### src/rtl/mips_ctrl_pkg.sv
// Shared encodings for the multicycle MIPS control unit: state codes, opcodes,
// datapath select encodings and the bundled control-word type.
package mips_ctrl_pkg;

   typedef enum logic [3:0] {
      ST_FETCH    = 4'd0,
      ST_DECODE   = 4'd1,
      ST_MEM_ADDR = 4'd2,
      ST_MEM_RD   = 4'd3,
      ST_LW_WB    = 4'd4,
      ST_MEM_WR   = 4'd5,
      ST_EXEC_R   = 4'd6,
      ST_R_WB     = 4'd7,
      ST_BRANCH   = 4'd8,
      ST_JUMP     = 4'd9,
      ST_ADDI_EX  = 4'd10,
      ST_ADDI_WB  = 4'd11
   } state_t;

   localparam logic [5:0] OP_RTYPE = 6'b000000;
   localparam logic [5:0] OP_LW    = 6'b100011;
   localparam logic [5:0] OP_SW    = 6'b101011;
   localparam logic [5:0] OP_BEQ   = 6'b000100;
   localparam logic [5:0] OP_J     = 6'b000010;
   localparam logic [5:0] OP_ADDI  = 6'b001000;

   typedef enum logic [1:0] {
      ALU_ADD   = 2'b00,
      ALU_SUB   = 2'b01,
      ALU_FUNCT = 2'b10
   } alu_op_t;

   typedef enum logic [1:0] {
      SRCB_REG    = 2'b00,
      SRCB_FOUR   = 2'b01,
      SRCB_IMM    = 2'b10,
      SRCB_IMM_SH = 2'b11
   } alu_src_b_t;

   typedef enum logic [1:0] {
      PCSRC_ALU    = 2'b00,
      PCSRC_ALUOUT = 2'b01,
      PCSRC_JUMP   = 2'b10
   } pc_source_t;

   typedef struct packed {
      logic       pc_write;
      logic       pc_write_cond;
      logic       i_or_d;
      logic       mem_read;
      logic       mem_write;
      logic       ir_write;
      logic       mem_to_reg;
      logic       reg_write;
      logic       alu_src_a;
      logic       reg_dst;
      alu_src_b_t alu_src_b;
      alu_op_t    alu_op;
      pc_source_t pc_source;
      logic       instr_done;
      logic       illegal_op;
   } ctrl_t;

   function automatic logic is_legal_op(input logic [5:0] op);
      return (op == OP_RTYPE) || (op == OP_LW) || (op == OP_SW) ||
             (op == OP_BEQ) || (op == OP_J) || (op == OP_ADDI);
   endfunction

endpackage

### src/rtl/ctrl_decode.sv
// State-to-control-word decode for the multicycle control unit. Purely
// combinational; enable low forces the whole control word to zero.
module ctrl_decode
   import mips_ctrl_pkg::*;
(
   input  state_t      cur_state,
   input  logic [5:0]  opcode,
   input  logic        mem_ready,
   input  logic        enable,
   output ctrl_t       ctrl
);

   always_comb begin
      // NOTE: the whole word is defaulted first so every branch below only
      // lists what it raises; no path leaves a field unassigned (no latch).
      ctrl = '0;
      unique case (cur_state)
         ST_FETCH: begin
            ctrl.mem_read  = 1'b1;
            ctrl.alu_src_b = SRCB_FOUR;
            ctrl.alu_op    = ALU_ADD;
            ctrl.pc_source = PCSRC_ALU;
            // IR and PC only advance once the instruction word has arrived
            ctrl.ir_write  = mem_ready;
            ctrl.pc_write  = mem_ready;
         end
         ST_DECODE: begin
            ctrl.alu_src_b  = SRCB_IMM_SH;
            ctrl.alu_op     = ALU_ADD;
            ctrl.illegal_op = !is_legal_op(opcode);
         end
         ST_MEM_ADDR: begin
            ctrl.alu_src_a = 1'b1;
            ctrl.alu_src_b = SRCB_IMM;
            ctrl.alu_op    = ALU_ADD;
         end
         ST_MEM_RD: begin
            ctrl.mem_read = 1'b1;
            ctrl.i_or_d   = 1'b1;
         end
         ST_LW_WB: begin
            ctrl.reg_write  = 1'b1;
            ctrl.mem_to_reg = 1'b1;
            ctrl.instr_done = 1'b1;
         end
         ST_MEM_WR: begin
            ctrl.mem_write  = 1'b1;
            ctrl.i_or_d     = 1'b1;
            ctrl.instr_done = mem_ready;
         end
         ST_EXEC_R: begin
            ctrl.alu_src_a = 1'b1;
            ctrl.alu_src_b = SRCB_REG;
            ctrl.alu_op    = ALU_FUNCT;
         end
         ST_R_WB: begin
            ctrl.reg_write  = 1'b1;
            ctrl.reg_dst    = 1'b1;
            ctrl.instr_done = 1'b1;
         end
         ST_BRANCH: begin
            ctrl.alu_src_a     = 1'b1;
            ctrl.alu_src_b     = SRCB_REG;
            ctrl.alu_op        = ALU_SUB;
            ctrl.pc_write_cond = 1'b1;
            ctrl.pc_source     = PCSRC_ALUOUT;
            ctrl.instr_done    = 1'b1;
         end
         ST_JUMP: begin
            ctrl.pc_write   = 1'b1;
            ctrl.pc_source  = PCSRC_JUMP;
            ctrl.instr_done = 1'b1;
         end
         ST_ADDI_EX: begin
            ctrl.alu_src_a = 1'b1;
            ctrl.alu_src_b = SRCB_IMM;
            ctrl.alu_op    = ALU_ADD;
         end
         ST_ADDI_WB: begin
            ctrl.reg_write  = 1'b1;
            ctrl.instr_done = 1'b1;
         end
         default: ctrl = '0;
      endcase
      // reset must silence the datapath immediately, not at the next edge
      if (!enable) ctrl = '0;
   end

endmodule

### src/rtl/multicycle_control.sv
// Multicycle MIPS control FSM: holds the state register and next-state logic,
// and drives the datapath strobes through ctrl_decode.
module multicycle_control
   import mips_ctrl_pkg::*;
#(
   parameter bit MEM_WAIT_EN = 1'b1
) (
   input  logic       clk,
   input  logic       rst_n,
   input  logic [5:0] opcode,
   input  logic       mem_ready,
   output logic       pc_write,
   output logic       pc_write_cond,
   output logic       i_or_d,
   output logic       mem_read,
   output logic       mem_write,
   output logic       ir_write,
   output logic       mem_to_reg,
   output logic       reg_write,
   output logic       alu_src_a,
   output logic       reg_dst,
   output logic [1:0] alu_src_b,
   output logic [1:0] alu_op,
   output logic [1:0] pc_source,
   output logic       instr_done,
   output logic       illegal_op,
   output logic [3:0] state
);

   state_t cur_state;
   state_t next_state;
   logic   ready;
   ctrl_t  ctrl;

   assign ready = MEM_WAIT_EN ? mem_ready : 1'b1;

   always_ff @(posedge clk or negedge rst_n) begin
      // NOTE: state registers use non-blocking assignment so every flop
      // samples pre-edge values regardless of block evaluation order.
      if (!rst_n) cur_state <= ST_FETCH;
      else        cur_state <= next_state;
   end

   always_comb begin
      next_state = cur_state;
      unique case (cur_state)
         ST_FETCH:    if (ready) next_state = ST_DECODE;
         ST_DECODE: begin
            unique case (opcode)
               OP_RTYPE:     next_state = ST_EXEC_R;
               OP_LW, OP_SW: next_state = ST_MEM_ADDR;
               OP_BEQ:       next_state = ST_BRANCH;
               OP_J:         next_state = ST_JUMP;
               OP_ADDI:      next_state = ST_ADDI_EX;
               default:      next_state = ST_FETCH;
            endcase
         end
         ST_MEM_ADDR: next_state = (opcode == OP_SW) ? ST_MEM_WR : ST_MEM_RD;
         ST_MEM_RD:   if (ready) next_state = ST_LW_WB;
         ST_MEM_WR:   if (ready) next_state = ST_FETCH;
         ST_EXEC_R:   next_state = ST_R_WB;
         ST_ADDI_EX:  next_state = ST_ADDI_WB;
         ST_LW_WB, ST_R_WB, ST_ADDI_WB, ST_BRANCH, ST_JUMP:
                      next_state = ST_FETCH;
         default:     next_state = ST_FETCH;
      endcase
   end

   ctrl_decode u_decode (
      .cur_state (cur_state),
      .opcode    (opcode),
      .mem_ready (ready),
      .enable    (rst_n),
      .ctrl      (ctrl)
   );

   assign pc_write      = ctrl.pc_write;
   assign pc_write_cond = ctrl.pc_write_cond;
   assign i_or_d        = ctrl.i_or_d;
   assign mem_read      = ctrl.mem_read;
   assign mem_write     = ctrl.mem_write;
   assign ir_write      = ctrl.ir_write;
   assign mem_to_reg    = ctrl.mem_to_reg;
   assign reg_write     = ctrl.reg_write;
   assign alu_src_a     = ctrl.alu_src_a;
   assign reg_dst       = ctrl.reg_dst;
   assign alu_src_b     = ctrl.alu_src_b;
   assign alu_op        = ctrl.alu_op;
   assign pc_source     = ctrl.pc_source;
   assign instr_done    = ctrl.instr_done;
   assign illegal_op    = ctrl.illegal_op;
   assign state         = cur_state;

endmodule

### config.mk
export PLATFORM = sky130hd
export DESIGN_NAME = multicycle_control
export DESIGN_NICKNAME = d
export VERILOG_FILES = /design/src/rtl/mips_ctrl_pkg.sv /design/src/rtl/ctrl_decode.sv /design/src/rtl/multicycle_control.sv
export SDC_FILE = /design/constraint.sdc
export NUM_CORES = 1
export LEC_CHECK = 0
export ABC_AREA = 0
export ABC_CLOCK_PERIOD_IN_PS = 1700
export BUFFER_PORTS_ARGS = -buffer_cell sky130_fd_sc_hd__buf_2
export CORE_MARGIN = 8
export CORE_UTILIZATION = 45
export CTS_CLUSTER_DIAMETER = 150
export DETAILED_ROUTE_END_ITERATION = 10
export PLACE_DENSITY = 0.78
export SYNTH_ARGS = -nofsm -noshare
export SYNTH_HDL_FRONTEND = slang
export SYNTH_HIERARCHICAL = 1
export SYNTH_SLANG_ARGS = --single-unit
### constraint.sdc
create_clock -name clk -period 1.7 [get_ports clk]
set_input_delay 0.085 -clock clk [delete_from_list [all_inputs] [get_ports clk]]
set_output_delay 0.085 -clock clk [all_outputs]
set_load 0.02 [all_outputs]
=== After elaboration in Yosys (flattened, before gate mapping) ===
Index checks and enable logic that the tools add are counted.

* Logic and storage cells: 57
* Register bits: 4
* Input port bits: 9

* Reduce and logical (&&, ||, !) cells: 16
* Multiplexer cells: 21
* Equality and inequality tests: 19

{| class="wikitable"
|+ Operator list
! cell !! count
|-
| 4-bit case mux with 5 select lines || 2
|-
| 4-bit case mux with 7 select lines || 1
|-
| 18-bit 2-to-1 mux || 1
|-
| 4-bit by 3-bit equality test with 1-bit output, second input constant || 4
|-
| 4-bit equality test, second input constant || 4
|-
| 6-bit equality test, second input constant || 2
|-
| 4-bit 2-to-1 mux || 3
|-
| 1-bit 2-to-1 mux || 10
|-
| 4-bit by 2-bit equality test with 1-bit output, second input constant || 2
|-
| 2-bit OR reduction || 4
|-
| 6-bit by 2-bit equality test with 1-bit output, second input constant || 1
|-
| 6-bit by 3-bit equality test with 1-bit output, second input constant || 1
|-
| 6-bit by 4-bit equality test with 1-bit output, second input constant || 1
|-
| 6-bit logical NOT || 1
|-
| 2-bit != test, second input constant || 3
|-
| 1-bit logical OR || 5
|-
| 5-bit OR reduction || 1
|-
| 4-bit by 1-bit equality test with 1-bit output, second input constant || 1
|-
| 4-bit logical NOT || 1
|-
| 1-bit case mux with 2 select lines || 2
|-
| 2-bit case mux with 2 select lines || 1
|-
| 4-bit OR reduction || 1
|-
| 3-bit 2-to-1 mux || 1
|-
| 3-bit AND reduction || 1
|-
| other kinds (2) || 2
|}

=== Depth between registers and ports, before layout ===
Gate-level depths: netlist of run 1.

* Word-level depth: 9
* Depth in mapped cells: 5

=== By module ===
Netlist of run 1, hierarchy kept.

{| class="wikitable"
|+ By module, submodules not included
! module !! cells an instance !! instances !! area an instance (um^2) !! sequential area each (um^2)
|-
| multicycle_control || 44 || 1 || 359.1 || 100.1
|-
| ctrl_decode || 42 || 1 || 282.8 || 0.0
|}

=== Worst setup path before layout of run 1 ===
Ideal clock, no wire load.

* Kind: reg2out
* Start point: register cur_state[3] (netlist: state[3])
* End point: output pc_write
* Path buffers: 1
* Setup slack: -0.126 ns
* Cell stages (with the launch flop): 5
* Arrival: 1.741 ns
* Cells stage by stage: dfrtp_1 > buf_4 > nor4b_4 > and3b_1 > or2_1

* Cells in the longest elaborated chain, start to end: 3

{| class="wikitable"
|+ Ends and longest elaborated chain
! what !! line !! source
|-
| from (decl) || multicycle_control.sv:30 || <nowiki>state_t cur_state;</nowiki>
|-
| from (signal assigned) || multicycle_control.sv:41 || <nowiki>else cur_state <= next_state;</nowiki>
|-
| 4-bit equality test / 4-bit logical NOT (equally long branches) || ctrl_decode.sv:17 || <nowiki>unique case (cur_state)</nowiki>
|-
| 1-bit case mux with 2 select lines (*) || ctrl_decode.sv:17 ||
|-
| 18-bit 2-to-1 mux (*) || ctrl_decode.sv:86 || <nowiki>if (!enable) ctrl = '0;</nowiki>
|-
| to (decl) || multicycle_control.sv:12 || <nowiki>output logic pc_write,</nowiki>
|}

Every way passes the cells marked *; elsewhere a longest branch is shown, timed or not.

=== Worst setup path after layout of run 1 ===
* Start point: register cur_state[2] (netlist: state[2])
* End point: output pc_write

The elaborated chain is that of the path after synthesis.

==> results of run 1 <==
==> worst paths after layout <==
kind                            end  slack [ps]  depth (start not counted)
max reg2reg                state[2]         140                          4
min reg2reg                state[1]         630                          3
max in group asynchronous  state[2]        1300                          2
min in group asynchronous  state[2]         250                          2
max                        pc_write          40                          5
min                        state[1]         110                          2
==> synth_stat cells (all sizes together) <==
cell type / n / area share [%]
a211o: 1 / 1.4
a211oi: 1 / 1.2
a21oi: 2 / 1.6
a221oi: 1 / 1.4
a311oi: 1 / 1.4
and2b: 3 / 3.9
and3: 2 / 1.9
and3b: 2 / 2.7
and4b: 1 / 1.6
buf: 7 / 8.6
dfrtp: 4 / 16
inv: 3 / 1.8
maj3: 1 / 1.8
nand2: 7 / 4.1
nand2b: 2 / 1.9
nand3: 2 / 1.6
nand3b: 1 / 1.2
nand4b: 1 / 1.4
nor2: 8 / 4.7
nor2b: 3 / 2.9
nor3: 7 / 6.2
nor3b: 2 / 2.3
nor4: 1 / 0.98
nor4b: 2 / 5.1
nor4bb: 1 / 1.6
o211a: 1 / 1.6
o211ai: 1 / 1.2
o21a: 1 / 1.2
o21ai: 8 / 6.2
o2bb2ai: 1 / 1.4
o31a: 1 / 1.4
o32ai: 1 / 1.4
or2: 2 / 1.9
or4: 1 / 1.2
xnor2: 1 / 1.4
xor2: 2 / 2.7
==> per-layer routing <==
| metal | vias up | GRT usage [%] | share of wire, % |
|---|---|---|---|
| met5 | - | 0 | 0 |
| met2 | 19 | 21.62 | 48 |
| met4 | 0 | 2.521 | 0 |
| met3 | 0 | 4.408 | 6.3 |
| met1 | 336 | 14.64 | 46 |
| li1 | 396 | - | - |
==> what timing repair did <==
item                                   4_1_cts  5_1_grt
resized for setup                            0        9
hold buffers                                 1        0
endpoints found under the hold margin        4        0
setup endpoints to repair                    0        2
buffers inserted                             0        5
==> logic make-up (layout without fill, tap and decap cells) <==
group,after synthesis,after routing
and+or+nand+nor,48,48
AOI/OAI and AO/OA,20,20
buffers and inverters,10,47
DFF,4,4
xor gates and xnor gates,3,3
adders and majority gates,1,1
==> critical path, delay by kind of cell (launching register included) <==
family                 cells  cell delay (ps)
and+or+nand+nor            3              650
DFF                        1              440
buffers and inverters      2              250
==> report_power, final <==
group | switching, uW | internal [uW] | total (uW)
clock | 37.6 | 78.8 | 116
combinational | 332 | 245 | 577
sequential | 11.4 | 116 | 127
==> area by class of cell <==
cell class / count / area [sq um]
timing repair buffer: 41 / 272.8
tap: 15 / 18.77
multi-input combinational: 72 / 484.2
clock buffer: 3 / 22.52
sequential: 4 / 101.3
fill: 112 / 406.6
inverter: 3 / 11.26
==> metrics by stage <==
stage	instance area (sq um)	utilization, %
detailed placement	792.0	60.11
global placement	792.0	60.11
global route	910.9	69.14
floorplan	648.1	-
finish	910.9	69.14
CTS	824.5	62.58
==> parameters.txt, run 1 <==
Parameter                              Value

Clocking
  Clk Tree Root Cell ... sky130_fd_sc_hd__clkbuf_4
  Worst-skew pair later-pin latency ... 240 ps
  TritonCTS sink count ... 4
  Clock buffers created by TritonCTS ... 3
  H-tree level count ... 1
  Clock-pin transition on the worst setup and hold timing paths ... 40 ps
  CTS tree ... built
  Buffer depth of the longest clock path ... 2

Synth
  Post-synthesis adder-cell area fraction ... 1.754%
  Post-synth net total ... 95
  Gate count after technology mapping ... 86
  Share of synthesized cell area in and, or, nand and nor gates ... 47.17%
  Post-synthesis instance area ... 641.9 sq um
  Main combinational cell family by area after synthesis ... simple AND/OR/NAND/NOR gates
  Complex-gate fraction of the synthesized area ... 21.05%
  Post-Synth XOR/XNOR Area ... 4.094%
  Number of library cell types mapped by synthesis ... 41
  Synthesis warning total ... 6
  Mean instance size in the synthesized netlist ... 7.464 sq um
  Multiplexer fraction of the synthesized cell area ... 0%
  Number of register bits inferred by synthesis ... 4
  Share of synthesized area occupied by flip-flops and latches ... 15.59%

STA
  Final count of hold timing violations ... 0
  PnR worst setup slack ... 37.37 ps
  Worst slew margin relative to its limit ... 80.60%
  Maximum clock skew at final layout ... 3.600 ps
  Number of failing setup endpoints in the final timing report ... 0
  Setup TNS ... 0 ps
  Maximum clock frequency ... 601.5 MHz
  Final period utilization ... 97.80%
  Worst slew pin tran ... 290.1 ps
  Unrepaired setup endpoints after global routing ... true
  Min Tclk post-route ... 1663 ps
  Final-layout worst hold slack ... 109.3 ps
  Final-report max-slew violation count ... 0

Die
  Die area ... 2891 sq um
  Die height ... 53.77 um
  Initial Utilization ... 48.72%
  Number of placement rows ... 13
  Core footprint ... 1318 sq um
  Overall die width ... 53.77 um
  I/O pin cnt ... 31

Detailed routing
  DRC marker count from the first detailed-route iteration ... 14
  Wirelength, routed ... 1.850 mm
  Antenna violation net count after detailed routing ... 0
  Via count ... 751
  Per-cell routed wire length ... 13.41 um
  Remaining DRCs ... 0
  Initial DRT Pass Iterations ... 4
  Vias per inst ... 5.442

Critical path
  Classification of the worst setup path ... register to output port
  Slowest CP cell ... sky130_fd_sc_hd__dfrtp_2
  Endpoint kind of the worst setup timing path ... output port
  Launching element of the worst setup path ... state[2]
  Max FO, Critical Path ... 6
  Required time at the worst-slack endpoint ... 1620 ps
  Cells along the critical path ... buf_8 -> nor4b_4 -> and3b_2 -> or2_1 -> buf_6
  CP startpoint kind ... register
  Largest stage delay on the critical path ... 440 ps
  WP data arrival ... 1580 ps
  Worst flop-to-flop path startpoint ... state[2]

Global routing
  Maximum number of pins on one net before global-route repair ... 21
  Remaining global-route overflow ... 0
  All-layer global routing usage ... 12.56%
  Vias in the first global route ... 656
  Antenna violations before repair ... 0
  Global-route wire length before repair ... 2.835 mm

Place
  Worst setup slack after placement ... 202.5 ps
  Detailed placement HPWL ... 1.372 mm
  Placed insts ... 128
  Placer's final routability congestion estimate ... 0.8719
  Port Buffers ... 30

Cells and area
  Total Nets Final ... 134
  Max FFs per register ... 4
  Commonest non-fill, non-tap cell in the layout ... sky130_fd_sc_hd__buf_2
  Synthesis-to-finish area growth ... 41.91%
  N_diodes ... 0
  Leading cell types in the layout, fill and taps excluded ... 28 x sky130_fd_sc_hd__buf_2, 8 x sky130_fd_sc_hd__nor2_1, 7 x sky130_fd_sc_hd__o21ai_0, 7 x sky130_fd_sc_hd__nand2_1, 7 x sky130_fd_sc_hd__buf_4
  Final Instance Count excl. Fillers ... 138
  Share of post-route cells with drive strength above 1 ... 42.28%

Worst hold path
  Worst min path class ... input port to register
  Start point of the worst min-delay path ... opcode[2]

Outcome
  Outcome ... finished, final reports clean

Pwr
  Overall power after layout ... 820.1 uW
  Leak pwr ... 0.0004685 uW
  IR Drop Worst-Case VDD ... 0.5469 mV
  Pwr per Cell Area ... 900.4 nW/um^2

Job
  Max capacitance violation total ... 0
No activity file was read; power rests on OpenSTA's default activity.
==> run 2, diff against run 1 <==
==> constraint.sdc (replaced) <==
create_clock -name clk -period 1.7 [get_ports clk]
set_input_delay 0.17 -clock clk [delete_from_list [all_inputs] [get_ports clk]]
set_output_delay 0.17 -clock clk [all_outputs]
set_load 0.02 [all_outputs]
==> run 2 against run 1 <==
Via count increased by 0.53%. First-iteration DRC count increased by 7.1%. Non-clock buffer count decreased by 4. Wire length decreased by 1.6%. Clock power increased by 5%. Register-to-register slack got worse by 50 ps. Combinational power decreased by 5.0%. Worst hold slack improved by 80 ps. Sequential power increased by 6%. Sequential share of layout area increased by 0.60 points. Power decreased by 1.8%. Worst setup slack improved by 40 ps. Critical path type unchanged.
==> parameters.txt, run 2 (synthesized netlist as in run 1, its figures left out) <==
Parameter                              Value

Pwr
  Internal power summed over all cells ... 420.2 uW (was 439.2 uW)
  Pwr per Cell Area ... 943.9 nW/um^2 (was 900.4 nW/um^2)
  Relative contribution of the clock network to total power ... 15.2% (was 14.2%)
  Share of total power in sequential cells ... 16.8% (was 15.5%)
  IR Drop Worst-Case VDD ... 0.4797 mV (was 0.5469 mV)
  Comb pwr share ... 68.0% (was 70.3%)
  Overall power after layout ... 805.4 uW (was 820.1 uW)
  Fraction of power spent switching nets ... 47.83% (was 46.45%)
  Switching power total ... 385.2 uW (was 381.0 uW)
  Leak pwr ... 0.0004429 uW (was 0.0004685 uW)

Global routing
  All-layer global routing usage ... 13.41% (was 12.56%)
  Global-route met2 utilization ... 22.97% (was 21.62%)
  Vias in the first global route ... 681 (was 656)
  Global-route wire length before repair ... 2.953 mm (was 2.835 mm)
  Maximum number of pins on one net before global-route repair ... 19 (was 21)
  Antenna violations before repair ... 0 (unchanged)
  Busiest grt layer ... met2 (unchanged)
  Remaining global-route overflow ... 0 (unchanged)
  Fraction of met1 tracks used by global routing ... 14.87% (was 14.64%)
  Met3 routing resource usage after global routing ... 2.204% (was 4.408%)

Cells and area
  Synthesis-to-finish area growth ... 32.94% (was 41.91%)
  Max FFs per register ... 4 (unchanged)
  N_diodes ... 0 (unchanged)
  Share of post-route cells with drive strength above 1 ... 40.34% (was 42.28%)
  Commonest non-fill, non-tap cell in the layout ... sky130_fd_sc_hd__buf_2 (unchanged)
  Sequential standard cell area ... 100.1 sq um (was 101.3 sq um)
  Total non-filler cell area in the finished layout ... 853.3 sq um (was 910.9 sq um)
  Total Nets Final ... 130 (was 134)
  Fill cell count ... 135 (was 112)
  Area used by multi-input combinational logic ... 491.7 sq um (was 484.2 sq um)
  Leading cell types in the layout, fill and taps excluded ... 30 x sky130_fd_sc_hd__buf_2, 8 x sky130_fd_sc_hd__o21ai_0, 8 x sky130_fd_sc_hd__nor2_1 (was 28 x sky130_fd_sc_hd__buf_2, 8 x sky130_fd_sc_hd__nor2_1, 7 x sky130_fd_sc_hd__o21ai_0, 7 x sky130_fd_sc_hd__nand2_1, 7 x sky130_fd_sc_hd__buf_4)

Die
  Number of placement rows ... 13 (unchanged)
  Die height ... 53.77 um (unchanged)
  Core footprint ... 1318 sq um (unchanged)
  Overall die width ... 53.77 um (unchanged)
  Initial Utilization ... 48.72% (unchanged)
  Die area ... 2891 sq um (unchanged)
  I/O pin cnt ... 31 (unchanged)

Clocking
  TritonCTS sink count ... 4 (unchanged)
  Worst-skew pair later-pin latency ... 240 ps (about the same)
  Clk Tree Root Cell ... sky130_fd_sc_hd__clkbuf_4 (unchanged)
  CTS tree ... built (unchanged)
  H-tree level count ... 1 (unchanged)
  Clock buffers created by TritonCTS ... 3 (unchanged)
  Clock-pin transition on the worst setup and hold timing paths ... 40 ps (about the same)
  Buffer depth of the longest clock path ... 2 (unchanged)
  Postcts setup bufs ... 0 (unchanged)

Place
  Placer's final routability congestion estimate ... 0.8310 (was 0.8719)
  Detailed placement HPWL ... 1.443 mm (was 1.372 mm)
  Placed Area ... 807.0 sq um (was 792.0 sq um)
  Port Buffers ... 30 (unchanged)
  Worst setup slack after placement ... 112.9 ps (was 202.5 ps)

STA
  Final-report max-slew violation count ... 0 (unchanged)
  Maximum clock skew at final layout ... 5.039 ps (was 3.600 ps)
  Worst slew margin relative to its limit ... 81.21% (was 80.60%)
  PnR worst setup slack ... 77.09 ps (was 37.37 ps)
  Final-layout worst hold slack ... 189.6 ps (was 109.3 ps)
  Setup TNS ... 0 ps (unchanged)
  Number of failing setup endpoints in the final timing report ... 0 (unchanged)
  Final period utilization ... 95.47% (was 97.80%)
  Min Tclk post-route ... 1623 ps (was 1663 ps)
  Unrepaired setup endpoints after global routing ... false (was true)
  Final count of hold timing violations ... 0 (unchanged)
  Maximum clock frequency ... 616.2 MHz (was 601.5 MHz)
  Worst slew pin tran ... 281.0 ps (was 290.1 ps)

Critical path
  Endpoint kind of the worst setup timing path ... output port (unchanged)
  WP data arrival ... 1450 ps (was 1580 ps)
  Required time at the worst-slack endpoint ... 1530 ps (was 1620 ps)
  Classification of the worst setup path ... register to output port (unchanged)
  Max FO, Critical Path ... 4 (was 6)
  Depth of the worst register-to-register path ... 4 (unchanged)
  CP startpoint kind ... register (unchanged)

Worst hold path
  Worst min path class ... input port to register (unchanged)
  Hold Path Depth ... 2 (unchanged)

Detailed routing
  DRC marker count from the first detailed-route iteration ... 15 (was 14)
  Antenna violation net count after detailed routing ... 0 (unchanged)
  Initial DRT Pass Iterations ... 4 (unchanged)
  Remaining DRCs ... 0 (unchanged)
  Vias per inst ... 5.634 (was 5.442)
  Wirelength, routed ... 1.821 mm (was 1.850 mm)
  Via count ... 755 (was 751)
  Per-cell routed wire length ... 13.59 um (was 13.41 um)

Job
  Max capacitance violation total ... 0 (unchanged)

Outcome
  Outcome ... finished, final reports clean (unchanged)
## run 2: cell type report
cell class	instances	share of cell area (%)
multi-input cells	72	57.62
repair buffers	37	24.49
flip-flops and latches	4	11.73
clock buffers	3	2.639
well taps	15	2.199
inverters	3	1.320
## run 2: what timing repair did
item | in CTS | in global routing
hold buffers | 1 | 0
hold endpoints to repair | 4 | 0
endpoints found under the setup margin | 1 | 2
resized for setup | 1 | 2
## run 2: layer usage
layer	up-vias	share of wire, %
met3	7	6.7
met5	-	0
met4	0	3.4
met2	24	51
met1	344	39
li1	380	-
## run 2: stage by stage
stage / utilization [%] / instances
after floorplan: - / 86
after global placement: 61.25 / 130
after detailed placement: 61.25 / 130
after CTS: 64.29 / 134
after global routing: 64.77 / 134
final: 64.77 / 134
## run 2: power by group through the flow
stage	Sequential, uW	Clock [uW]	Combinational (uW)
after global placement	135	0	519
final	135	122	548
after floorplan	173	0	335
after CTS	135	128	549
after global routing	137	133	599
after detailed placement	136	0	529
## run 2: critical path: stages, from the launching register on
cell and delay, ps:
sky130_fd_sc_hd__dfrtp_1 420, sky130_fd_sc_hd__nor4b_4 330, sky130_fd_sc_hd__and3b_2 220, sky130_fd_sc_hd__or2_1 90, sky130_fd_sc_hd__buf_2 150
## run 2: worst paths after layout
| check | endpoint | slack [ps] | startpoint |
|---|---|---|---|
| worst max-delay path | pc_write | 80 | state[1] |
| worst min-delay path | state[1] | 190 | opcode[2] |
| worst max register to register | state[2] | 90 | state[3] |
| worst min register to register | state[1] | 700 | state[3] |
| max in group asynchronous | state[0] | 1120 | rst_n |
| min in group asynchronous | state[1] | 390 | rst_n |
